==> config.mk <==
export PLATFORM = sky130hd
export DESIGN_NAME = hamming_dec_s
export DESIGN_NICKNAME = d
export VERILOG_FILES = /design/src/rtl/hamming_dec_s.sv
export SDC_FILE = /design/constraint.sdc
export NUM_CORES = 1
export LEC_CHECK = 0
export BUFFER_PORTS_ARGS = -buffer_cell sky130_fd_sc_hd__buf_2
export CAP_MARGIN = 20
export CORE_UTILIZATION = 55
export CTS_CLUSTER_DIAMETER = 200
export DETAILED_ROUTE_END_ITERATION = 6
export GPL_TIMING_DRIVEN = 1
export MAX_ROUTING_LAYER = met4
export PLACE_DENSITY_LB_ADDON = 0.05
export SLEW_MARGIN = 10
export SYNTH_ARGS = -nofsm -noshare
export SYNTH_HDL_FRONTEND = slang
export SYNTH_SLANG_ARGS = --single-unit
==> constraint.sdc <==
create_clock -name clk -period 6.4 [get_ports clk]
set_input_delay 1.28 -clock clk [delete_from_list [all_inputs] [get_ports clk]]
set_output_delay 1.28 -clock clk [all_outputs]
set_load 0.01 [all_outputs]
==> src/rtl/hamming_dec_s.sv <==
// Serial Hamming(10,6) decoder: bits arrive position 1 first, the syndrome builds up as
// bits are captured, and the corrected 6-bit word is presented one cycle after position 10.
module hamming_dec_s (
    input  logic       clk,
    input  logic       rst_n,
    input  logic       bit_in,
    input  logic       bit_valid,
    input  logic       sof,
    output logic [5:0] d_out,
    output logic       out_valid,
    output logic       err_corr,
    output logic       err_uncorr,
    output logic       busy
);

    logic [3:0] cnt;
    logic [3:0] syn;
    logic [9:0] word;

    logic [3:0] pos;
    logic [3:0] syn_next;
    logic [9:0] word_next;
    logic [9:0] flip;
    logic [9:0] fixed;

    // The incoming bit's position; sof or an idle counter restarts the frame at 1.
    always_comb begin
        pos = (sof || (cnt == 4'd0)) ? 4'd1 : cnt + 4'd1;

        word_next = (pos == 4'd1) ? 10'd0 : word;
        word_next[pos - 4'd1] = bit_in;

        syn_next = ((pos == 4'd1) ? 4'd0 : syn) ^ (bit_in ? pos : 4'd0);

        for (int i = 0; i < 10; i++) begin
            flip[i] = (syn_next == 4'(i + 1));
        end
        fixed = word_next ^ flip;
    end

    always_ff @(posedge clk or negedge rst_n) begin
        if (!rst_n) begin
            cnt        <= 4'd0;
            syn        <= 4'd0;
            word       <= 10'd0;
            d_out      <= 6'd0;
            out_valid  <= 1'b0;
            err_corr   <= 1'b0;
            err_uncorr <= 1'b0;
        end else begin
            out_valid <= 1'b0;
            if (bit_valid) begin
                cnt  <= (pos == 4'd10) ? 4'd0 : pos;
                word <= word_next;
                syn  <= syn_next;
                // Final bit: publish the corrected data and error flags together.
                if (pos == 4'd10) begin
                    out_valid  <= 1'b1;
                    d_out      <= {fixed[9], fixed[8], fixed[6], fixed[5], fixed[4], fixed[2]};
                    err_corr   <= (syn_next >= 4'd1) && (syn_next <= 4'd10);
                    err_uncorr <= (syn_next >= 4'd11);
                end
            end
        end
    end

    assign busy = (cnt >= 4'd1) && (cnt <= 4'd9);

endmodule

==> metrics.yaml <==
run:
  maxCapViolCount: 0
synthesis:
  synth_seq_area_share_pct: 37.9
  ys_async_sr_fraction_pct: 100
  ys_warn_count: 0
  syn_avg_cell_area_um2: 9.37
  synth-edff-count: 0
  syn_nets: 163
  ys_ff_latch: 22
  syn_area_um2: 1450
  synth_ff_type: "dfrtp_1"
  synthesis.instances: 155
  ys_types: 46
route:
  drt-total-wl_um: 2940
  drt_iter0_drc: 47
  firstDrtPassIters: 5
  routedWlPerCell_um: 15.1
  viasPerCell: 5.91
  route.detailed.drc: 0
  num_vias: 1153
  ant_nets: 0
cts:
  numCtsBuffers: 3
  clk_pin_slew_ns: 0.12
  hold_buffers: 0
  cts_tree: "built"
  cts_max_path_buffers: 2
  insertion_delay_ns: 0.31
  clock-root-buffer: "clkbuf_4"
  numClockSinks: 22
  htreeDepth: 1
  post_cts_resized: 0
  cts_setup_buffers: 0
final_layout:
  final_layout_size_suffix_gt1_share_pct: 20.6
  fin_util_pct: 62.5
  stdcell_count: 195
  diodes: 0
  syn2layout_area_growth_pct: 6.55
  fillCellCount: 228
  stdcell_area_um2: 1550
  fin_nets: 174
setup_path:
  crit_required_ns: 5.12
  path_class: "flop to primary output"
  cp-start-kind: "flop"
  cp_max_fo: 8
  arrival_ns: 1.99
  worst_setup_path_end_kind: "primary output"
  ff2ff_path_depth: 9
hold_path:
  worst_hold_path_type: "flop to flop"
  min_path_cells: 2
power_and_ir_drop:
  finalPower_mw: 0.466
  p_leak_nw: 0.672
  p_per_area_nw_per_um2: 301
  ir_worst_vdd_mv: 0.215
place:
  place_ws_ns: 3.27
  dp_hpwl_um: 2220
  dpl_cell_area_um2: 1510
  place_congestion: 0.927
  port-buffer-count: 14
  place_inst: 191
grt:
  antenna_found_initial: 0
  grt_max_degree: 23
  grtUsageTotal_pct: 25.7
  grt_overflow_total: 0
  grt_pass1_vias: 1016
  grt_pass1_wl_um: 4890
floorplan:
  start_util_pct: 58.6
  core_area_um2: 2480
  die_area_um2: 2850
  die_x_um: 53.4
  io_pins: 15
  fp-row-count: 18
  dieHeight_um: 53.4
timing:
  worst_slack_ns: 3.13
  min_period_over_period_pct: 51.0
  finalClockSkew_ns: 0.00144
  timing.hold.ws_ns: 0.491
  fmax_mhz: 306
  slew_viol_final: 0
  setup_viol_count_final: 0
  hold_viol: 0
  relSlewSlack_pct: 59.8
  fin_setup_tns_ns: 0
  min_period_ns: 3.27
  worst_slew_pin_slew_ns: 0.598
  rsz0062_at_grt: "no"
outcome:
  status: "finished, final reports clean"
-- metal layers --
layer	part of all wire, %	vias to the layer above	track usage (%)
met1	46	543	35.5
met5	0	-	-
met2	47	33	37.1
met4	1.6	0	11.8
li1	-	573	-
met3	5.7	4	3.45
-- final timing paths --
| path | from | endpoint | slack [ns] |
|---|---|---|---|
| worst max-delay path | cnt[0]$_DFFE_PN0P_ | busy | 3.13 |
| worst min-delay path | d_out[4]$_DFFE_PN0P_ | d_out[4]$_DFFE_PN0P_ | 0.49 |
| worst max register to register | cnt[0]$_DFFE_PN0P_ | d_out[5]$_DFFE_PN0P_ | 3.57 |
| worst min register to register | d_out[4]$_DFFE_PN0P_ | d_out[4]$_DFFE_PN0P_ | 0.49 |
| max in group asynchronous | rst_n | word[4]$_DFFE_PN0P_ | 5.16 |
| min in group asynchronous | rst_n | cnt[0]$_DFFE_PN0P_ | 0.90 |
-- where the power goes --
part	total, mW	internal, mW	switching [mW]
logic	0.201	0.0806	0.121
registers	0.187	0.164	0.0236
clock network	0.0779	0.0348	0.0430
-- placed cells by master (no fill, tap or decap), types with 2 or more instances in the layout --
cell type  instances
xnor2_1            3
o21ai_0            6
buf_2             14
mux2_2             2
ha_1               3
dfrtp_1           22
o21a_1             4
o22ai_1            2
nor4_2             2
a31o_2             2
nor3_1             3
nor4_1             2
nor2_1            17
xor2_1             6
nor2b_1            2
clkbuf_4           3
a21oi_1           10
inv_1              8
nand3_1            7
o21ai_1            4
nand4_1            3
a22oi_1            2
o31ai_1            2
nand2_1           14
-- cells in the mapped netlist, types with 3 or more instances --
| library cell | instances | area [um^2] |
|---|---|---|
| o21ai_1 | 4 | 20.0 |
| ha_1 | 3 | 37.5 |
| o21ai_0 | 6 | 30.0 |
| inv_1 | 8 | 30.0 |
| nand4_1 | 3 | 18.8 |
| nor3_1 | 3 | 15.0 |
| dfrtp_1 | 22 | 551 |
| nand2_1 | 14 | 52.6 |
| nor2_1 | 17 | 63.8 |
| o21a_1 | 4 | 30.0 |
| xnor2_1 | 3 | 26.3 |
| xor2_1 | 6 | 52.6 |
| clkbuf_1 | 3 | 11.3 |
| nand3_1 | 7 | 35.0 |
| buf_2 | 3 | 15.0 |
| a21oi_1 | 10 | 50.1 |
-- state kept, by name, summed over array words and instances (netlist names) --
signal	flops
cnt	4
d_out	6
err_corr	1
err_uncorr	1
out_valid	1
syn	4
word	5
-- cell type report --
type                       instances  area, um^2  share of cell area, %
inverter                           9        33.8                   2.18
timing repair buffer              14        70.1                   4.53
multi-input combinational        116         820                   53.0
clock buffer                       4        36.3                   2.34
sequential                        22         551                   35.6
tap                               30        37.5                   2.43
-- cell families after synthesis --
logic type / synth area share, %
AND/OR/NAND/NOR: 22.9
AO/OA/AOI/OAI: 22.1
flip-flops: 37.9
buffers and inverters: 5.68
XOR/XNOR: 6.55
multiplexers: 2.24
adder cells (fa/ha/maj): 2.58
-- worst max-delay path: stages (launching register included) --
cell and delay (ns):
dfrtp_1 0.49, inv_1 0.23, ha_1 0.25, nor3b_4 0.43, a22oi_1 0.11, buf_2 0.17
No activity file was read; power rests on OpenSTA's default activity.
